[src/rtl/branch_pred_decoder_pkg.sv]
// Shared definitions for the next-PC unit: RV32I opcodes used by the
// front end, prediction policy encodings, JALR wait states, immediate
// decoders and the single PC adder.
package branch_pred_decoder_pkg;

  localparam logic [6:0] OPC_BRANCH = 7'b1100011;
  localparam logic [6:0] OPC_JALR   = 7'b1100111;
  localparam logic [6:0] OPC_JAL    = 7'b1101111;
  localparam logic [6:0] OPC_AUIPC  = 7'b0010111;

  localparam int unsigned PRED_MODE_NOT_TAKEN = 0;
  localparam int unsigned PRED_MODE_TAKEN     = 1;
  localparam int unsigned PRED_MODE_DYNAMIC   = 2;

  typedef enum logic {
    JALR_IDLE = 1'b0,
    JALR_WAIT = 1'b1
  } jalr_state_e;

  function automatic logic [31:0] b_imm(input logic [31:0] inst);
    return {{19{inst[31]}}, inst[31], inst[7], inst[30:25], inst[11:8], 1'b0};
  endfunction

  function automatic logic [31:0] j_imm(input logic [31:0] inst);
    return {{11{inst[31]}}, inst[31], inst[19:12], inst[20], inst[30:21], 1'b0};
  endfunction

  function automatic logic [31:0] u_imm(input logic [31:0] inst);
    return {inst[31:12], 12'h000};
  endfunction

  // 32-bit modulo add; carry-out intentionally dropped.
  function automatic logic [31:0] pc_adder(input logic [31:0] a, input logic [31:0] b);
    return a + b;
  endfunction

endpackage

[src/rtl/branch_pred_decoder_bht_counter_table.sv]
// Direct-mapped table of 2-bit saturating counters.
// Ports:
//   clk, rst_n             - clock, asynchronous active-low reset
//   rd_idx / rd_cnt        - asynchronous read port
//   upd_valid / upd_idx /
//   upd_taken              - synchronous training port
// A read and an update of the same entry in one cycle returns the old value.
module bht_counter_table #(
  parameter int unsigned BHT_ENTRIES = 64,
  parameter logic [1:0]  CNT_INIT    = 2'b10,
  localparam int unsigned IDX_W      = $clog2(BHT_ENTRIES)
) (
  input  logic             clk,
  input  logic             rst_n,
  input  logic [IDX_W-1:0] rd_idx,
  output logic [1:0]       rd_cnt,
  input  logic             upd_valid,
  input  logic [IDX_W-1:0] upd_idx,
  input  logic             upd_taken
);

  logic [1:0] cnt [BHT_ENTRIES];

  assign rd_cnt = cnt[rd_idx];

  always_ff @(posedge clk or negedge rst_n) begin
    if (!rst_n) begin
      for (int unsigned i = 0; i < BHT_ENTRIES; i++) begin
        cnt[i] <= CNT_INIT;
      end
    end else if (upd_valid) begin
      if (upd_taken) begin
        if (cnt[upd_idx] != 2'b11) cnt[upd_idx] <= cnt[upd_idx] + 2'b01;
      end else begin
        if (cnt[upd_idx] != 2'b00) cnt[upd_idx] <= cnt[upd_idx] - 2'b01;
      end
    end
  end

endmodule

[src/rtl/branch_pred_decoder.sv]
// Next-PC unit for the fetch/decode front end.
// Policies: static not-taken, static taken, or dynamic (2-bit counter BHT
// trained by the ROB). Holds fetch on a JALR until the ROB redirects.
// Ports:
//   clk_in, rst_in (async, active-low), rdy_in (global hold)
//   _br_rob/_rob_new_pc/_rob_imm            - ROB redirect
//   _rob_upd_valid/_rob_upd_pc/_rob_upd_taken - BHT training
//   _clear                                  - front-end flush
//   _inst_in/_inst_ready_in/_inst_addr      - fetched instruction
//   _stall, _next_pc, _pred_taken           - outputs
module branch_pred_decoder
  import branch_pred_decoder_pkg::*;
#(
  parameter int unsigned BHT_ENTRIES = 64,
  parameter logic [1:0]  CNT_INIT    = 2'b10,
  parameter int unsigned PRED_MODE   = 2
) (
  input  logic        clk_in,
  input  logic        rst_in,
  input  logic        rdy_in,
  input  logic        _br_rob,
  input  logic [31:0] _rob_new_pc,
  input  logic [31:0] _rob_imm,
  input  logic        _rob_upd_valid,
  input  logic [31:0] _rob_upd_pc,
  input  logic        _rob_upd_taken,
  input  logic        _clear,
  input  logic [31:0] _inst_in,
  input  logic        _inst_ready_in,
  input  logic [31:0] _inst_addr,
  output logic        _stall,
  output logic [31:0] _next_pc,
  output logic        _pred_taken
);

  localparam int unsigned IDX_W = $clog2(BHT_ENTRIES);

  jalr_state_e state;
  logic        jalr_pend;
  logic [6:0]  opcode;
  logic        is_branch;
  logic        is_jalr;
  logic        pred_raw;
  logic [31:0] base;
  logic [31:0] offset;

  assign opcode    = _inst_in[6:0];
  assign is_branch = _inst_ready_in && (opcode == OPC_BRANCH);
  assign is_jalr   = _inst_ready_in && (opcode == OPC_JALR);
  assign jalr_pend = (state == JALR_WAIT);

  generate
    if (PRED_MODE == PRED_MODE_DYNAMIC) begin : g_dyn
      logic [1:0] rd_cnt;
      logic       unused_dyn;
      bht_counter_table #(
        .BHT_ENTRIES(BHT_ENTRIES),
        .CNT_INIT   (CNT_INIT)
      ) u_bht (
        .clk      (clk_in),
        .rst_n    (rst_in),
        .rd_idx   (_inst_addr[IDX_W+1:2]),
        .rd_cnt   (rd_cnt),
        .upd_valid(_rob_upd_valid & rdy_in),
        .upd_idx  (_rob_upd_pc[IDX_W+1:2]),
        .upd_taken(_rob_upd_taken)
      );
      assign pred_raw   = rd_cnt[1];
      assign unused_dyn = ^{_rob_upd_pc[31:IDX_W+2], _rob_upd_pc[1:0], rd_cnt[0]};
    end else begin : g_static
      logic unused_static;
      assign pred_raw      = (PRED_MODE == PRED_MODE_TAKEN);
      assign unused_static = ^{_rob_upd_valid, _rob_upd_pc, _rob_upd_taken};
    end
  endgenerate

  assign _pred_taken = is_branch & pred_raw;
  assign _stall      = jalr_pend | (is_jalr & ~_br_rob & ~_clear);

  // Operand select feeding one shared adder; holding the PC adds zero.
  always_comb begin
    base   = _inst_addr;
    offset = 32'd4;
    if (_br_rob) begin
      base   = _rob_new_pc;
      offset = _rob_imm;
    end else if (_clear || !_inst_ready_in || jalr_pend) begin
      offset = '0;
    end else begin
      unique case (opcode)
        OPC_BRANCH: offset = _pred_taken ? b_imm(_inst_in) : 32'd4;
        OPC_JAL:    offset = j_imm(_inst_in);
        OPC_AUIPC:  offset = u_imm(_inst_in);
        default:    offset = 32'd4;
      endcase
    end
  end

  assign _next_pc = pc_adder(base, offset);

  always_ff @(posedge clk_in or negedge rst_in) begin
    if (!rst_in) begin
      state <= JALR_IDLE;
    end else if (rdy_in) begin
      if (_br_rob || _clear) state <= JALR_IDLE;
      else if (is_jalr)      state <= JALR_WAIT;
    end
  end

endmodule

[config.mk]
export PLATFORM = sky130hd
export DESIGN_NAME = branch_pred_decoder
export DESIGN_NICKNAME = d
export VERILOG_FILES = /design/src/rtl/branch_pred_decoder_pkg.sv /design/src/rtl/branch_pred_decoder_bht_counter_table.sv /design/src/rtl/branch_pred_decoder.sv
export SDC_FILE = /design/constraint.sdc
export NUM_CORES = 1
export LEC_CHECK = 0
export CORE_ASPECT_RATIO = 1.2
export CORE_MARGIN = 8
export CORE_UTILIZATION = 35
export DETAILED_ROUTE_END_ITERATION = 12
export GPL_TIMING_DRIVEN = 1
export PLACE_DENSITY = 0.63
export SLEW_MARGIN = 20
export SYNTH_ARGS = -nofsm -noshare
export SYNTH_HDL_FRONTEND = slang
export SYNTH_SLANG_ARGS = --single-unit
export TNS_END_PERCENT = 5
[constraint.sdc]
create_clock -name clk_in -period 8.84 [get_ports clk_in]
set_clock_uncertainty 0.1 [all_clocks]
set_input_delay 2.21 -clock clk_in [delete_from_list [all_inputs] [get_ports clk_in]]
set_output_delay 2.21 -clock clk_in [all_outputs]
set_load 0.02 [all_outputs]
# Word level (Yosys, flattened, before mapping)
# Cells that the tools add are included.
[classes] n_addsub=3 order_cmp=3 n_eq_ne=6 n_mux=20 bitwise=9 n_reduce_logical=12
[ops] op="two-way mux 128 bit" count=3
[ops] op="bitwise mux 128 bit" count=2
[ops] op="two-way mux 32 bit" count=4
[ops] op="one-hot mux 32 bit (3 select lines)" count=1
[ops] op="adder 32 bit" count=1
[ops] op="binary-select mux 2 bit (select 6 bit)" count=2
[ops] op="equality test 7 bit, second input constant" count=3
[ops] op=">= comparator 7 bit, second input constant" count=2
[ops] op="inverter 6 -> 7 bit" count=2
[ops] op="demux 2 bit (select 6 bit)" count=1
[ops] op="two-way mux 2 bit" count=5
[ops] op="equality test 7 x 5 -> 1 bit, second input constant" count=1
[ops] op="less-than comparator 7 x 1 -> 1 bit, second input constant" count=1
[ops] op="nonzero test 2 bit" count=3
[ops] op="AND 1 bit" count=4
[ops] op="logical AND 1 bit" count=3
[ops] op="logical OR 1 bit" count=3
[ops] op="AND reduction 3 bit" count=1
[ops] op="adder 2 x 1 -> 2 bit, second input constant" count=1
[ops] op="two-way mux 1 bit" count=2
[ops] op="!= test 2 x 1 -> 1 bit, second input constant" count=1
[ops] op="!= test 2 bit, second input constant" count=1
[ops] op="inverter 1 bit" count=2
[ops] op="AND reduction 2 bit" count=1
[ops] op="other kinds (3)" count=3
[word_totals] ff_bits=129 output_inout_bits=34 word_cells=118

# Logic depth before layout (Yosys ltp)
[logic_depth] ltp_word=10 depth_mapped=23

# Hierarchy
# A second synthesis with hierarchy kept.
[hier_totals] cells_unflattened=961 area_unflattened_um2=10269.8
[by_module_without_submodules] mod="bht_counter_table" instances=1 cells_per_inst=583 area_per_inst_um2=7589.8 seq_area_each_um2=3283.1
[by_module_without_submodules] mod="branch_pred_decoder" instances=1 cells_per_inst=378 area_per_inst_um2=2680.1 seq_area_each_um2=25.0

# Worst setup path before layout
# No wires, ideal clock.
[synth_path] path_kind="input to output" from="in _inst_addr[2]" to="out _next_pc[31]" arrival_ns=6.355 required_time_ns=6.530 setup_slack_ns=0.175 cell_stages=20 path_cell_list="buf_6 buf_6 mux4_2 mux2_2 o211ai_2 o211ai_1 o211ai_2 inv_2 o21ai_1 a21oi_1 a21o_1 ha_1 nand3_1 or2_2 or3_1 o21ai_0 nand4_1 a31oi_1 a31oi_1 xnor2_1"
[synth_between] elab_chain_cells=10 word_cells_on_any_way=11 classes_between="1 x add/sub; 8 x mux; 2 x bitwise"
[synth_rtl] item="start: declaration" line="branch_pred_decoder.sv:30" source="input logic [31:0] _inst_addr,"
[synth_rtl] item="inverter 6 -> 7 bit (not written as such)" line="branch_pred_decoder_bht_counter_table.sv:24" source="assign rd_cnt = cnt[rd_idx];"
[synth_rtl] item="binary-select mux 2 bit (select 6 bit)" line="branch_pred_decoder_bht_counter_table.sv:24"
[synth_rtl] item="two-way mux 2 bit (not written as such) (2 in series)" line="branch_pred_decoder_bht_counter_table.sv:24"
[synth_rtl] item="AND 1 bit" line="branch_pred_decoder.sv:77" source="assign _pred_taken = is_branch & pred_raw;"
[synth_rtl] item="two-way mux 32 bit" line="branch_pred_decoder.sv:91" source="OPC_BRANCH: offset = _pred_taken ? b_imm(_inst_in) : 32'd4;"
[synth_rtl] item="one-hot mux 32 bit (3 select lines)" line="branch_pred_decoder.sv:90" source="unique case (opcode)"
[synth_rtl] item="two-way mux 32 bit" line="branch_pred_decoder.sv:87" source="end else if (_clear || !_inst_ready_in || jalr_pend) begin"
[synth_rtl] item="two-way mux 32 bit" line="branch_pred_decoder.sv:84" source="if (_br_rob) begin"
[synth_rtl] item="adder 32 bit *" line="branch_pred_decoder_pkg.sv:34" source="return a + b;"
[synth_rtl] item="end: declaration" line="branch_pred_decoder.sv:32" source="output logic [31:0] _next_pc,"
# Mark *: on every way between the ends. The rest lies on a longest branch, timed or not. The select of a mux whose other input is x is not followed.

# Worst setup path after layout
[layout_path] from="in _inst_addr[2]" to="out _next_pc[30]"
# Same word-level chain as after synthesis.

==> impl_metrics.yaml <==
synth:
  ys_warn_count: 0
  ys_ff_latch: 129
  synthFlopType: "dfrtp_1"
  yosysTopAreaCell: "mux2_2"
  synth_compound_area_frac: 0.169
  synth_nets: 1106
  synth_simple_gate_area_frac: 0.112
  synth_top_area_frac: 0.199
  synthTopCellsByArea: "mux2_2, dfstp_2, dfrtp_1"
  synth_top_family_by_area: "multiplexers"
  synth_fa_ha_area_frac: 0.0469
  synth.area.mux_share: 0.251
  seq_area_frac_synth: 0.358
  syn_area_per_cell_um2: 10.2
  synthArstFlopShare: 1.00
  ys_types: 63
  synth-edff-count: 0
  synth_area_um2: 9230
  synth_xor_xnor_area_share: 0.0266
  synthCells: 904
critical_path:
  cp_max_fo: 6
  critPathKind: "in2out"
  crit_family: "compound AO/OA/AOI/OAI gates"
  r2r_setup_slack_ps: 4920
  reg2reg_depth: 16
  critPathCaptureType: "output pin"
  critPathLaunchType: "primary input"
  critPathBufInv: 4
  crit_required_ps: 6530
  cp.arrival_ps: 6640
  cpMostUsedCell: "o211ai_1"
  worstSetupStartpoint: "_inst_addr[2]"
  slowest_delay_ps: 510
  crit_end: "_next_pc[30]"
  path_cells: "buf_8 > buf_12 > mux4_2 > mux2_4 > o211ai_2 > o211ai_1 > o211ai_4 > buf_6 > nor2_2 > o31ai_2 > a22o_1 > ha_4 > nor2b_4 > o31a_1 > o32ai_2 > nor3_2 > o211ai_1 > a21o_1 > o2111ai_2 > a21oi_2 > xnor2_1 > buf_4"
  crit_cells: 22
  slowest_stage: "mux4_2"
clock_tree:
  clk_pin_slew_worst_paths_ps: 50
  cts_buffers: 17
  cts_tree: "built"
  insertion_delay_ps: 420
  htreeDepth: 4
  root_buffer: "clkbuf_16"
  clk_path_buf_depth: 2
  cts_sinks: 129
placement:
  placed_area_um2: 12100
  dp_slack_ps: -1020
  port_buffers: 175
  place.gp.congestion: 0.885
  hpwlAfterDp_um: 24300
finish:
  diodes: 0
  drive_gt1_frac: 0.390
  post-route-cell-area_um2: 13000
  final_cell_mix: "mux2_2, clkdlybuf4s50_1, buf_4"
  synthToLayoutAreaGrowth_pct: 40.7
  mostFrequentLayoutCell: "mux2_2"
  layout.nets: 1369
power:
  leakage_nw: 5.63
  seqPwrFrac: 0.345
  p_sw_w: 0.000594
  cellPowerDensity_nw_per_um2: 158
  switching_share: 0.290
  p_comb_frac: 0.296
  clkPwrFrac: 0.359
  peakVddDrop_v: 0.000124
  intPower_w: 0.00145
routing:
  via_per_inst: 5.57
  drt-initial-drc-count: 648
  drc: 0
  totalWireLength_um: 32200
  wl_per_cell_um: 21.2
  postRouteAntennaNets: 0
  drt_first_pass_iters: 5
  vias: 8435
floorplan:
  dieArea_um2: 31800
  fp.dieH_um: 194
  io_pins: 202
  dieWidth_um: 164
  rows: 65
  core_area_um2: 26100
  start_util: 0.354
sta:
  min_period_ps: 8950
  hold_violations: 0
  worst_slew_pin_slew_ps: 973
  fmax_mhz: 112
  timing.final.crit_share: 1.01
  rsz0062_at_grt: "yes"
  setup_slack_ps: -108
  setup_viol: 5
  relSlewSlack: 0.351
  finalMaxSlewViolations: 0
  finalSetupTns_ps: -283
global_route:
  grt_pass1_vias: 8749
  antenna_found_initial: 0
  grt_usage: 0.194
  grt-ovfl-total: 0
  grt_max_degree: 74
  grt_pass1_wl_um: 48300
flow_run:
  drv_cap: 0
outcome:
  failed_checks: "negative setup slack"
  status: "complete, but fails checks"
min_path:
  hold_class: "reg2reg"
power by group through the flow:
stage | Clock [W] | Combinational (W) | Sequential, W
final | 0.000736 | 0.000606 | 0.000708
after CTS | 0.000746 | 0.000595 | 0.000707
after detailed placement | 0 | 0.000600 | 0.000716
after floorplan | 0 | 0.000313 | 0.000701
after global routing | 0.000769 | 0.000650 | 0.000715
after global placement | 0 | 0.000592 | 0.000713
cells by family (layout without fill, tap and decap cells):
kind of cell	Yosys count	after routing
fa+ha+maj	34	34
xor+xnor	28	28
compound gates	222	222
buf+inv	79	355
flops	129	129
mux	196	196
simple gates	216	216
what timing repair did:
item	4_1_cts	5_1_grt
gates cloned	1	1
buffers inserted	2	3
resized for setup	81	53
endpoints found under the setup margin	27	24
hold buffers	0	0
pin swaps	9	19
hold endpoints to repair	0	0
how the worst min path moves through the flow:
| stage | from | endpoint | cells past startpoint |
|---|---|---|---|
| 2_1_floorplan | flop | flop | 1 |
| 3_3_place_gp | flop | flop | 1 |
| 3_5_place_dp | flop | flop | 1 |
| 4_1_cts | flop | flop | 1 |
| 5_1_grt | flop | flop | 1 |
| 6_report | flop | flop | 1 |
cells in the mapped netlist (15+ instances only):
library cell and count:
xnor2_1 23, dfstp_2 64, mux2_2 163, a22oi_1 43, a22o_1 18, a21o_1 19
nand3_1 15, inv_1 20, nor2_1 56, mux2i_1 21, nand2_1 73, ha_1 33
clkbuf_1 35, a21oi_1 44, dfrtp_1 65, o21ai_0 30
layer usage:
| metal | part of all wire | GRT usage |
|---|---|---|
| met3 | 0.071 | 0.0391 |
| met2 | 0.49 | 0.341 |
| met1 | 0.40 | 0.222 |
| met4 | 0.034 | 0.0843 |
| met5 | 0 | 0 |
per-stage QoR:
stage / std cells / power (W) / hold WS (ps) / util
after floorplan: 904 / 0.00101 / 371 / -
after global placement: 1476 / 0.00131 / 383 / 0.464
after detailed placement: 1476 / 0.00132 / 393 / 0.464
after CTS: 1511 / 0.00205 / 408 / 0.491
after global routing: 1515 / 0.00213 / 418 / 0.497
final: 1515 / 0.00205 / 405 / 0.497
layout make-up:
type / instances / area, um2
Fill cell: 2347 / 13100
Clock buffer: 22 / 494
Sequential cell: 129 / 3310
Timing Repair Buffer: 302 / 2760
Multi-Input combinational cell: 696 / 5790
Tap cell: 335 / 419
Clock inverter: 10 / 130
Inverter: 21 / 78.8
Note: power is estimated with default switching activity, not from simulation.
